**config.mk**
```make
export PLATFORM = sky130hd
export DESIGN_NAME = mesi_bus_arbiter
export DESIGN_NICKNAME = d
export VERILOG_FILES = /design/src/rtl/mesi_bus_pkg.sv /design/src/rtl/mesi_rr_arbiter.sv /design/src/rtl/mesi_bus_arbiter.sv
export SDC_FILE = /design/constraint.sdc
export NUM_CORES = 1
export LEC_CHECK = 0
export CORE_ASPECT_RATIO = 1.5
export CORE_UTILIZATION = 35
export DETAILED_ROUTE_END_ITERATION = 12
export PLACE_DENSITY = 0.68
export SETUP_SLACK_MARGIN = 0.3
export SKIP_LAST_GASP = 1
export SYNTH_ARGS = -nofsm -noshare
export SYNTH_HDL_FRONTEND = slang
export SYNTH_SLANG_ARGS = --single-unit
```
**constraint.sdc**
```tcl
create_clock -name clk -period 4.8 [get_ports clk]
set_input_delay 0.48 -clock clk [delete_from_list [all_inputs] [get_ports clk]]
set_output_delay 0.48 -clock clk [all_outputs]
set_load 0.01 [all_outputs]
```
**src/rtl/mesi_bus_pkg.sv**
```systemverilog
// mesi_bus_pkg: shared types for the snooping-bus arbiter.
//   bus_op_t    - snoop bus operation encoding (matches the cache MESI FSMs)
//   arb_state_t - arbiter transaction state
//   multi_hot() - true when more than one bit of a response vector is set
package mesi_bus_pkg;

  typedef enum logic [1:0] {
    OP_NONE = 2'd0,
    OP_RD   = 2'd1,
    OP_RDX  = 2'd2,
    OP_UPGR = 2'd3
  } bus_op_t;

  typedef enum logic [2:0] {
    ST_IDLE  = 3'd0,
    ST_SNOOP = 3'd1,
    ST_RESP  = 3'd2,
    ST_WB    = 3'd3,
    ST_MEM   = 3'd4,
    ST_DONE  = 3'd5
  } arb_state_t;

  // Clearing the lowest set bit leaves something only if two or more were set.
  function automatic logic multi_hot(input logic [7:0] v);
    return (v & (v - 8'd1)) != 8'd0;
  endfunction

endpackage

```
**src/rtl/mesi_rr_arbiter.sv**
```systemverilog
// mesi_rr_arbiter: combinational round-robin pick.
//   valid    - per-cache valid request vector
//   ptr      - index of the last winner; search starts at ptr+1 and wraps
//   any      - at least one valid request
//   pick_oh  - one-hot winner
//   pick_idx - binary index of the winner
module mesi_rr_arbiter #(
  parameter int NUM_CACHES = 4,
  parameter int IDX_W      = $clog2(NUM_CACHES)
) (
  input  logic [NUM_CACHES-1:0] valid,
  input  logic [IDX_W-1:0]      ptr,
  output logic                  any,
  output logic [NUM_CACHES-1:0] pick_oh,
  output logic [IDX_W-1:0]      pick_idx
);

  logic [IDX_W-1:0] cand;

  always_comb begin
    any      = 1'b0;
    pick_oh  = '0;
    pick_idx = '0;
    cand     = '0;
    // k runs to NUM_CACHES so the last winner itself is considered last.
    for (int k = 1; k <= NUM_CACHES; k++) begin
      cand = IDX_W'((int'(ptr) + k) % NUM_CACHES);
      if (!any && valid[cand]) begin
        any           = 1'b1;
        pick_oh[cand] = 1'b1;
        pick_idx      = cand;
      end
    end
  end

endmodule

```
**src/rtl/mesi_bus_arbiter.sv**
```systemverilog
// mesi_bus_arbiter: owns the shared snooping bus between NUM_CACHES MESI
// cache controllers and the memory controller.
//   clk, rstb                 - clock, synchronous active-low reset
//   req/req_op/req_addr       - per-cache request level, op and line address
//   gnt                       - one-hot grant for the whole transaction
//   bus_valid/op/addr/src     - snoop broadcast to the other caches
//   snoop_c/snoop_flush       - per-cache snoop responses (source masked)
//   shared_out, done          - shared status and completion pulse to winner
//   mem_rd/mem_wr/mem_addr    - memory line read / flush write-back
//   mem_ack                   - memory completion
//   protocol_err              - sticky: more than one cache flushed a line
//
// state | meaning
// IDLE  | bus free, arbitrate among valid requests
// SNOOP | broadcast strobe on the bus
// RESP  | sample snoop responses, pick next step
// WB    | write flushed line to memory, wait for ack
// MEM   | read line from memory, wait for ack
// DONE  | completion pulse to winner, then release bus
module mesi_bus_arbiter
  import mesi_bus_pkg::*;
#(
  parameter int NUM_CACHES = 4,
  parameter int ADDR_W     = 32,
  parameter int IDX_W      = $clog2(NUM_CACHES)
) (
  input  logic                         clk,
  input  logic                         rstb,
  input  logic [NUM_CACHES-1:0]        req,
  input  logic [2*NUM_CACHES-1:0]      req_op,
  input  logic [ADDR_W*NUM_CACHES-1:0] req_addr,
  output logic [NUM_CACHES-1:0]        gnt,
  output logic                         bus_valid,
  output logic [1:0]                   bus_op,
  output logic [ADDR_W-1:0]            bus_addr,
  output logic [IDX_W-1:0]             bus_src,
  input  logic [NUM_CACHES-1:0]        snoop_c,
  input  logic [NUM_CACHES-1:0]        snoop_flush,
  output logic                         shared_out,
  output logic [NUM_CACHES-1:0]        done,
  output logic                         mem_rd,
  output logic                         mem_wr,
  output logic [ADDR_W-1:0]            mem_addr,
  input  logic                         mem_ack,
  output logic                         protocol_err
);

  arb_state_t            state, state_n;
  logic [IDX_W-1:0]      rr_ptr, rr_ptr_n;
  logic [NUM_CACHES-1:0] valid;
  logic [1:0]            op_arr   [NUM_CACHES];
  logic [ADDR_W-1:0]     addr_arr [NUM_CACHES];
  logic                  pick_any;
  logic [NUM_CACHES-1:0] pick_oh;
  logic [IDX_W-1:0]      pick_idx;
  logic [NUM_CACHES-1:0] resp_c, resp_f;

  logic [NUM_CACHES-1:0] gnt_n, done_n;
  logic                  bus_valid_n, shared_n, mem_rd_n, mem_wr_n, err_n;
  logic [1:0]            bus_op_n;
  logic [ADDR_W-1:0]     bus_addr_n, mem_addr_n;
  logic [IDX_W-1:0]      bus_src_n;

  always_comb begin
    for (int i = 0; i < NUM_CACHES; i++) begin
      op_arr[i]   = req_op[2*i +: 2];
      addr_arr[i] = req_addr[ADDR_W*i +: ADDR_W];
      valid[i]    = req[i] && (req_op[2*i +: 2] != OP_NONE);
    end
  end

  mesi_rr_arbiter #(
    .NUM_CACHES (NUM_CACHES),
    .IDX_W      (IDX_W)
  ) u_rr (
    .valid    (valid),
    .ptr      (rr_ptr),
    .any      (pick_any),
    .pick_oh  (pick_oh),
    .pick_idx (pick_idx)
  );

  // The source's own snoop answers are about its own request; drop them.
  assign resp_c = snoop_c & ~gnt;
  assign resp_f = snoop_flush & ~gnt;

  always_comb begin
    state_n     = state;
    rr_ptr_n    = rr_ptr;
    gnt_n       = gnt;
    bus_valid_n = 1'b0;
    bus_op_n    = bus_op;
    bus_addr_n  = bus_addr;
    bus_src_n   = bus_src;
    shared_n    = shared_out;
    done_n      = '0;
    mem_rd_n    = mem_rd;
    mem_wr_n    = mem_wr;
    mem_addr_n  = mem_addr;
    err_n       = protocol_err;
    case (state)
      ST_IDLE: begin
        if (pick_any) begin
          gnt_n       = pick_oh;
          bus_valid_n = 1'b1;
          bus_op_n    = op_arr[pick_idx];
          bus_addr_n  = addr_arr[pick_idx];
          bus_src_n   = pick_idx;
          state_n     = ST_SNOOP;
        end
      end
      ST_SNOOP: state_n = ST_RESP;
      ST_RESP: begin
        shared_n = |resp_c;
        if (multi_hot(8'(resp_f))) err_n = 1'b1;
        if (|resp_f) begin
          // Requester takes the flushed data off the bus; memory only
          // needs the write-back, never a re-read.
          mem_wr_n   = 1'b1;
          mem_addr_n = bus_addr;
          state_n    = ST_WB;
        end else if (bus_op_t'(bus_op) == OP_UPGR) begin
          done_n  = gnt;
          state_n = ST_DONE;
        end else begin
          mem_rd_n   = 1'b1;
          mem_addr_n = bus_addr;
          state_n    = ST_MEM;
        end
      end
      ST_WB: begin
        if (mem_ack) begin
          mem_wr_n = 1'b0;
          done_n   = gnt;
          state_n  = ST_DONE;
        end
      end
      ST_MEM: begin
        if (mem_ack) begin
          mem_rd_n = 1'b0;
          done_n   = gnt;
          state_n  = ST_DONE;
        end
      end
      ST_DONE: begin
        gnt_n    = '0;
        rr_ptr_n = bus_src;
        shared_n = 1'b0;
        state_n  = ST_IDLE;
      end
      default: state_n = ST_IDLE;
    endcase
  end

  always_ff @(posedge clk) begin
    if (!rstb) begin
      state        <= ST_IDLE;
      rr_ptr       <= IDX_W'(NUM_CACHES - 1);
      gnt          <= '0;
      bus_valid    <= 1'b0;
      bus_op       <= '0;
      bus_addr     <= '0;
      bus_src      <= '0;
      shared_out   <= 1'b0;
      done         <= '0;
      mem_rd       <= 1'b0;
      mem_wr       <= 1'b0;
      mem_addr     <= '0;
      protocol_err <= 1'b0;
    end else begin
      state        <= state_n;
      rr_ptr       <= rr_ptr_n;
      gnt          <= gnt_n;
      bus_valid    <= bus_valid_n;
      bus_op       <= bus_op_n;
      bus_addr     <= bus_addr_n;
      bus_src      <= bus_src_n;
      shared_out   <= shared_n;
      done         <= done_n;
      mem_rd       <= mem_rd_n;
      mem_wr       <= mem_wr_n;
      mem_addr     <= mem_addr_n;
      protocol_err <= err_n;
    end
  end

endmodule
```
=== Word level (Yosys, flattened, before mapping) ===
Index checks and enable logic that the tools add are counted.

* Bits in registers: 86
* Bits in latches: 0
* RAM bits: 0
* Memory bits (read-only): 0
* Output and inout port bits: 81
* Memories kept: 0

* $add $sub $neg: 5
* $mul: 0
* Div/mod/pow operators: 0
* Order comparisons: 9
* Eq/ne operators: 14
* Shifts and indexed selects: 0
* Mux-type cells: 55
* Bitwise operators: 8
* Reduce and logical (&&, ||, !) cells: 35

{| class="wikitable"
|+ Operator list
! kind !! count
|-
| two-way mux 32 bit || 4
|-
| binary-select mux 32 bit (select 2 bit) || 1
|-
| two-way mux 4 bit || 8
|-
| two-way mux 1 bit || 18
|-
| one-hot mux 4 bit (2 select lines) || 2
|-
| nonzero test 2 bit || 8
|-
| != test 2 bit, second input constant || 7
|-
| less-than comparator 2 x 3 -> 1 bit, second input constant || 4
|-
| two-way mux 2 bit || 6
|-
| OR 4 bit || 3
|-
| one-hot mux 3 bit (4 select lines) || 1
|-
| AND reduction 2 bit || 6
|-
| logical AND 1 bit || 11
|-
| two-way mux 3 bit || 3
|-
| AND 4 bit || 2
|-
| AND 4 x 8 -> 8 bit || 1
|-
| binary-select mux 1 bit (select 2 bit) || 4
|-
| demux 1 bit (select 2 bit) || 4
|-
| >= comparator 2 x 1 -> 1 bit, second input constant || 4
|-
| nonzero test 8 bit || 1
|-
| OR reduction 4 bit || 2
|-
| equality test 3 x 2 -> 1 bit, second input constant || 2
|-
| equality test 3 bit, second input constant || 2
|-
| one-hot mux 1 bit (2 select lines) || 3
|-
| other kinds (15) || 19
|}

=== Logic depth before layout (Yosys ltp) ===
Gate-level depths: netlist (run 1).

* Depth after elaboration: 18
* Gate-level depth with buffers: 14

=== Modules after synthesis ===
Synthesis (run 1) repeated with hierarchy kept, for this count alone.

* Cell total of the unflattened synthesis: 522
* Area, all modules: 4773.3 µm²

{| class="wikitable"
|+ By module, submodules not included
! module !! instances !! cells each !! area an instance (µm²) !! seq. area each (µm²)
|-
| mesi_bus_arbiter || 1 || 437 || 4141.5 || 1721.7
|-
| mesi_rr_arbiter || 1 || 85 || 631.9 || 0.0
|}

=== Least setup slack after synthesis (run 1) ===
No wires, ideal clock.

* Kind: register -> register
* Start: register rr_ptr[0]
* End: register bus_addr[10]
* Library setup time: 0.079 ns
* Arrival time: 3.268 ns
* Data required time: 4.721 ns
* Slack: 1.453 ns
* Cell stages (with the launch flop): 13
* Path buffers: 5
* Clock period less this slack: 3.347 ns
* Cell sequence: dfxtp_1 buf_6 inv_2 clkbuf_1 clkbuf_1 ha_1 clkbuf_1 mux4_2 a2111oi_4 buf_6 mux2i_1 o311ai_1 o211ai_1

* Word-level cells in the longest chain between the ends: 17
* Elaborated cells on any way between the ends: 31
* Classes of those cells: add/sub (4); mux (19); bitwise (1); reduce/logical (7)

{| class="wikitable"
|+ RTL lines
! element !! line !! text
|-
| start: declaration || mesi_bus_arbiter.sv:49 || <nowiki>logic [IDX_W-1:0] rr_ptr, rr_ptr_n;</nowiki>
|-
| start signal: assignment || mesi_bus_arbiter.sv:158 || <nowiki>rr_ptr <= IDX_W'(NUM_CACHES - 1);</nowiki>
|-
| start signal: assignment || mesi_bus_arbiter.sv:172 || <nowiki>rr_ptr <= rr_ptr_n;</nowiki>
|-
| adder 2 x 1 -> 2 bit || mesi_rr_arbiter.sv:27 || <nowiki>cand = IDX_W'((int'(ptr) + k) % NUM_CACHES);</nowiki>
|-
| binary-select mux 1 bit (select 2 bit) || mesi_rr_arbiter.sv:28 || <nowiki>if (!any && valid[cand]) begin</nowiki>
|-
| two-way mux 1 bit (not written as such) || mesi_rr_arbiter.sv:28 ||
|-
| two-way mux 1 bit || mesi_rr_arbiter.sv:28 ||
|-
| logical NOT 1 bit || mesi_rr_arbiter.sv:28 ||
|-
| logical AND 1 bit || mesi_rr_arbiter.sv:28 ||
|-
| two-way mux 1 bit || mesi_rr_arbiter.sv:28 ||
|-
| logical NOT 1 bit || mesi_rr_arbiter.sv:28 ||
|-
| logical AND 1 bit || mesi_rr_arbiter.sv:28 ||
|-
| two-way mux 1 bit || mesi_rr_arbiter.sv:28 ||
|-
| logical NOT 1 bit || mesi_rr_arbiter.sv:28 ||
|-
| logical AND 1 bit || mesi_rr_arbiter.sv:28 ||
|-
| two-way mux 2 bit || mesi_rr_arbiter.sv:28 ||
|-
| inverter 2 -> 3 bit (not written as such) || mesi_bus_arbiter.sv:107 || <nowiki>bus_addr_n = addr_arr[pick_idx];</nowiki>
|-
| binary-select mux 32 bit (select 2 bit) || mesi_bus_arbiter.sv:107 ||
|-
| two-way mux 32 bit (not written as such) (2 in series) || mesi_bus_arbiter.sv:107 ||
|-
| end signal: assignment || mesi_bus_arbiter.sv:176 || <nowiki>bus_addr <= bus_addr_n;</nowiki>
|-
| end: declaration || mesi_bus_arbiter.sv:35 || <nowiki>output logic [ADDR_W-1:0] bus_addr,</nowiki>
|}

Parallel ways exist; a longest one is shown, timed or not. The select of a mux whose other input is x is not followed.
A chain may end at the register's enable or synchronous reset.

=== Worst setup path after layout (run 1) ===
* Start: register rr_ptr[1]
* End: register bus_addr[21]

The elaborated chain is that of the path after synthesis.

==> results.md, run 1 <==
* Final Cycle Share at 0.714
* Clock Tree Buf Depth at 2
* Mapped Area at 0.00562 mm^2
* Share of cells above drive strength 1 at 0.0431
* Cell area power density at 297 mW/mm^2
* CTS clk-pin slew, worst paths at ~0.060 ns
* Yosys warns at 0
* Worst path required time at 4.98 ns
* Max cap viols at 0
* Launching element type of the critical path: flop
* Worst r2r src: rr_ptr[1]
* H-tree levels at 3
* ANT nets after route at 0
* Hpwl dp at approximately 14000 um
* Sequential fraction of the synthesis area at 0.307
* CTS Hold Bufs at 0
* Slew headroom at 0.319
* Number of placed I/O pins at 232
* Largest net degree at the start of global routing at 77
* TritonCTS clock tree: yes
* Synthesized area per cell at approximately 7.7 um^2
* Type of the most critical hold path: flop to flop
* FF+latch count, synth at 86
* GRT Overall Usage at 0.232
* Hold Path Origin: mem_addr[24]
* Mapped Cells at 727
* Fin Setup TNS at 0 ns
* Placeable Area at 0.0157 mm^2
* Drt initial violations at ~240
* Die width at around 110 um
* First-pass DRT Iterations at 4
* Worst setup path startpoint: rr_ptr[1]
* Layout Nets at approximately 1100
* Routed len/inst at 17.2 um
* Root buf cell: clkbuf_16
* Max-slew violation count at 0
* Status: finished, final reports clean
* Syn nets at 886
* Synth cell types at 50
* Final wirelength at slightly below 20000 um
* IO Port Bufs at about 230
* Crit. End Element: flop
* Ys flop type: dfxtp_1
* Worst Skew at 0.00943 ns
* GPL Wtd Cong at ~0.85
* Arr. time, crit path at 3.61 ns
* RSZ-0062 raised after global routing: no
* Flop-to-flop setup slack at 1.37 ns
* Final Critical Period at 3.43 ns
* Num rows at 56
* Maximum vdd drop at 0.000161 V
* CTS Buf Count at 9
* Remaining DRCs at 0
* PostCTS Resize Cnt at 0
* Worst Tran Pin Value at 1.02 ns
* Post-CTS setup buffers at 0
* Leak at around 3.4 nW
* Die height at 157 um
* TritonCTS Sinks at 86
* GR Overflow Total at 0
* Clock Latency Late Sink at 0.34 ns
* Vias in the first global route at 5695
* Via-per-instance ratio at about 5.3
* Asr flop ratio synth at 0
* Final Hold Fails at 0
* WS Path Type: flop to flop
* Area grow syn2layout at 48.1%
* Die area at 0.0166 mm^2
* Final Util at 0.530
* # setup viols final at 0
* Initial Util at 0.358
* Via count at around 6000
* EDFF count, synth at 0
* Commonest non-fill, non-tap cells in the layout: clkdlybuf4s50_1, nand2_1, nor2_1, dfxtp_1, mux2i_1
* CP Max Fanout at 20
* Commonest non-fill, non-tap cell in the layout: clkdlybuf4s50_1
* Highest Clock Rate at 0.292 GHz
* Antenna violations before repair at 3
* First-pass GRT wire length at just under 30000 um
stage by stage:
step           setup slack, ns  instance area [um^2]  total power, W  hold WS (ns)  instances
6_report                  1.37                  8320         0.00247         0.461       1134
5_1_grt                   1.11                  8310         0.00261         0.484       1133
4_1_cts                   1.40                  8310         0.00250         0.466       1132
3_5_place_dp              1.24                  8020         0.00178         0.457       1117
3_3_place_gp              1.30                  8020         0.00177         0.451       1117
2_1_floorplan             1.45                  5620         0.00135         0.488        727
critical path: stages (launching register included):
cell and delay (ns):
dfxtp_1 0.55, inv_1 0.25, ha_1 0.50, o211ai_1 0.17, o22a_1 0.30, o211ai_4 0.12
mux2_2 0.56, buf_4 0.47, mux2i_1 0.23, o211ai_1 0.10
layout make-up:
cell class              instances  area [um^2]
inverters                      42          158
diodes                          2         5.00
flip-flops and latches         86         1720
repair buffers                244         2400
clock buffers                  12          246
clock inverters                 3         45.0
fillers                      1505         7380
multi-input cells             542         3480
well taps                     203          254
routing by layer:
layer	GRT usage	up-vias	routed length [um]
li1	-	2946	-
met1	0.247	2800	7440
met2	0.439	193	10400
met3	0.0493	38	1010
met4	0.0973	4	602
met5	0	-	18
report_power, final:
group          internal, W  switching [W]
sequential        0.000809      0.0000848
clock             0.000416       0.000295
combinational     0.000454       0.000412
path summary, 6_finish.rpt:
check                               endpoint  cells past startpoint
worst max-delay path            bus_addr[21]                      9
worst max register to register  bus_addr[21]                      9
worst min-delay path            mem_addr[24]                      2
worst min register to register  mem_addr[24]                      2
state kept, by name, summed over array words and instances (netlist names):
| name | count |
|---|---|
| bus_valid | 1 |
| done | 4 |
| mem_rd | 1 |
| state | 3 |
| rr_ptr | 2 |
| shared_out | 1 |
| mem_wr | 1 |
| gnt | 4 |
| bus_op | 2 |
| bus_src | 2 |
| bus_addr | 32 |
| protocol_err | 1 |
| mem_addr | 32 |
synth_stat cells (7+ instances only):
cell	n	area, um^2
o311ai_1	34	298
dfxtp_1	86	1720
o211ai_1	36	270
buf_6	7	78.8
nand2_1	122	458
clkbuf_1	44	165
nor2_1	110	413
ha_1	8	100
inv_1	41	154
a21boi_0	33	248
and3_1	37	231
mux2i_1	69	691
cell families after synthesis:
group | after synthesis | share of synthesized area
XOR/XNOR | 1 | 0.00156
buffers and inverters | 99 | 0.0771
adder cells (fa/ha/maj) | 9 | 0.0196
flip-flops | 86 | 0.307
AO/OA/AOI/OAI | 155 | 0.218
AND/OR/NAND/NOR | 302 | 0.232
multiplexers | 75 | 0.146
No activity file was read; power rests on OpenSTA's default activity.
==> inputs of run 2 (changes only) <==
==> constraint.sdc (replaced) <==
create_clock -name clk -period 3.3 [get_ports clk]
set_input_delay 0.33 -clock clk [delete_from_list [all_inputs] [get_ports clk]]
set_output_delay 0.33 -clock clk [all_outputs]
set_load 0.01 [all_outputs]
==> results.md, run 2 (synthesis results as in run 1) <==
* Status: finished, final reports clean (unchanged)
* Share of cells above drive strength 1 at 0.0544 (was 0.0431)
* Design Area, Final at 0.00841 mm^2 (was 0.00832 mm^2)
* GR Overflow Total at 0 (unchanged)
* Root buf cell: clkbuf_16 (unchanged)
* Area grow syn2layout at 49.8% (was 48.1%)
* Seq pwr share at 0.361 (was 0.362)
* Internal power at 0.00245 W (was 0.00168 W)
* Via count at 5994 (was 5981)
* CTS Hold Bufs at 0 (unchanged)
* CP max stage cell: ha_1 (was mux2_2)
* CTS clk-pin slew, worst paths at 0.06 ns (about the same)
* Worst r2r src: rr_ptr[1] (unchanged)
* Commonest non-fill, non-tap cells in the layout: clkdlybuf4s50_1, nand2_1, nor2_1, dfxtp_1, mux2i_1 (unchanged)
* Hold Path End: rr_ptr[1] (was mem_addr[24])
* Clock Latency Late Sink at 0.34 ns (about the same)
* Drt initial violations at 215 (was 237)
* Max incr delay on CP at 0.48 ns (was 0.56 ns)
* Largest registers: bus_addr x32, mem_addr x32 (unchanged)
* Final Hold Fails at 0 (unchanged)
* Critical Path Most Common Cell: o211ai_1 (unchanged)
* GRT Overall Usage at 0.234 (was 0.232)
* Number of cells after detailed placement at 1126 (was 1117)
* TritonCTS clock tree: yes (unchanged)
* Flop-to-flop setup slack at 0.55 ns (was 1.37 ns)
* Layout Nets at 1093 (was 1084)
* RSZ-0062 raised after global routing: no (unchanged)
* Number of placed I/O pins at 232 (unchanged)
* Worst path required time at 3.50 ns (was 4.98 ns)
* Worst Skew at 0.0128 ns (was 0.00943 ns)
* GPL Wtd Cong at 0.917 (was 0.848)
* First-pass GRT wire length at 30400 um (was 29800 um)
* H-tree levels at 3 (unchanged)
* IO Port Bufs at 231 (unchanged)
* Die area at 0.0166 mm^2 (unchanged)
* Slew headroom at 0.532 (was 0.319)
* Switching share of power at 0.319 (was 0.320)
* Via-per-instance ratio at 5.24 (was 5.27)
* Launching element type of the critical path: flop (unchanged)
* Cell area power density at 427 mW/mm^2 (was 297 mW/mm^2)
* Num rows at 56 (unchanged)
* Post-Place Cell Area at 0.00811 mm^2 (was 0.00802 mm^2)
* Pwr Total at 0.00359 W (was 0.00247 W)
* Fin Setup TNS at 0 ns (unchanged)
* Clock share of power at 0.280 (was 0.288)
* Final Cycle Share at 0.835 (was 0.714)
* CP Max Fanout at 14 (was 20)
* Worst Tran Pin Value at 0.702 ns (was 1.02 ns)
* Maximum vdd drop at 0.000231 V (was 0.000161 V)
* Highest Clock Rate at 0.363 GHz (was 0.292 GHz)
* Net Switching at 0.00115 W (was 0.000792 W)
* Initial Util at 0.358 (unchanged)
* Vias in the first global route at 5943 (was 5695)
* Clock Tree Buf Depth at 2 (unchanged)
* Largest net degree at the start of global routing at 71 (was 77)
* TritonCTS Sinks at 86 (unchanged)
* Die height at 157 um (unchanged)
* Logic pwr share at 0.359 (was 0.351)
* Placeable Area at 0.0157 mm^2 (unchanged)
* WHS at 0.384 ns (was 0.461 ns)
* Cell family with most CP delay: compound AO/OA/AOI/OAI gates (was multiplexers)
* Hold-critical path depth at 2 (unchanged)
* CTS Buf Count at 9 (unchanged)
* ANT nets after route at 0 (unchanged)
* Arr. time, crit path at 2.95 ns (was 3.61 ns)
* Remaining DRCs at 0 (unchanged)
* Type of the most critical hold path: input pin to flop (was flop to flop)
* Worst path bufs/invs at 2 (unchanged)
* Max-slew violation count at 0 (unchanged)
* Antenna violations before repair at 2 (was 3)
* Hold Path Origin: rstb (was mem_addr[24])
* # setup viols final at 0 (unchanged)
* Max cap viols at 0 (unchanged)
* Routed len/inst at 16.9 um (was 17.2 um)
* Crit. End Element: flop (unchanged)
* R2r endpoint: bus_addr[0] (was bus_addr[21])
* Die width at 105 um (unchanged)
* Worst path cell trace: inv_1 -> ha_1 -> o211ai_1 -> o22a_1 -> o211ai_4 -> mux2_2 -> buf_4 -> mux2i_1 -> o211ai_1 (unchanged)
* Reg2reg path depth at 9 (unchanged)
* Hpwl dp at 14500 um (was 14000 um)
* Final Critical Period at 2.75 ns (was 3.43 ns)
* First-pass DRT Iterations at 5 (was 4)
* Post-route insts no fill at 1144 (was 1134)
* Final wirelength at 19400 um (was 19500 um)
* WS Path Type: flop to flop (unchanged)
* Commonest non-fill, non-tap cell in the layout: clkdlybuf4s50_1 (unchanged)
* Leak at 3.42 nW (was 3.36 nW)
[run 2: repair_timing]
item                                    4_1_cts  5_1_grt
buffers inserted                              0        0
gates resized for setup                       0        3
endpoints found under the setup margin        0       12
[run 2: layout make-up]
cell class              instances  area [um^2]
inverters                      42          158
diodes                          3         7.51
clock inverters                 4         48.8
fillers                      1503         7280
flip-flops and latches         86         1720
multi-input cells             542         3480
clock buffers                  11          233
repair buffers                253         2500
well taps                     203          254
[run 2: power by group through the flow]
stage | clock network [W] | registers (W) | logic (W)
4_1_cts | 0.00103 | 0.00130 | 0.00130
6_report | 0.00100 | 0.00130 | 0.00129
3_3_place_gp | 0 | 0.00132 | 0.00128
2_1_floorplan | 0 | 0.00134 | 0.000621
5_1_grt | 0.00107 | 0.00132 | 0.00140
3_5_place_dp | 0 | 0.00132 | 0.00130
[run 2: worst max-delay path by stage]
| stage | to | startpoint | depth (start not counted) | slack, ns |
|---|---|---|---|---|
| after floorplan | bus_addr[10] | rr_ptr[0] | 12 | 0.31 |
| after global placement | bus_addr[0] | req_op[2] | 8 | 0.27 |
| after detailed placement | bus_addr[0] | req_op[2] | 8 | 0.24 |
| after CTS | bus_addr[0] | rr_ptr[1] | 9 | 0.39 |
| after global routing | bus_addr[31] | rr_ptr[1] | 9 | 0.40 |
| final | bus_addr[0] | rr_ptr[1] | 9 | 0.55 |
[run 2: layer usage]
metal  global-route usage  vias to the layer above  share of wire
li1                     -                     2962              -
met1                0.255                     2788           0.39
met2                0.423                      191           0.52
met3               0.0484                       51          0.050
met4                0.125                        2          0.045
met5                    0                        -        0.00088
[run 2: metrics by stage]
stage	util	worst slack, ns
after floorplan	-	0.306
after global placement	0.517	0.268
after detailed placement	0.517	0.242
after CTS	0.535	0.390
after global routing	0.536	0.403
final	0.536	0.545
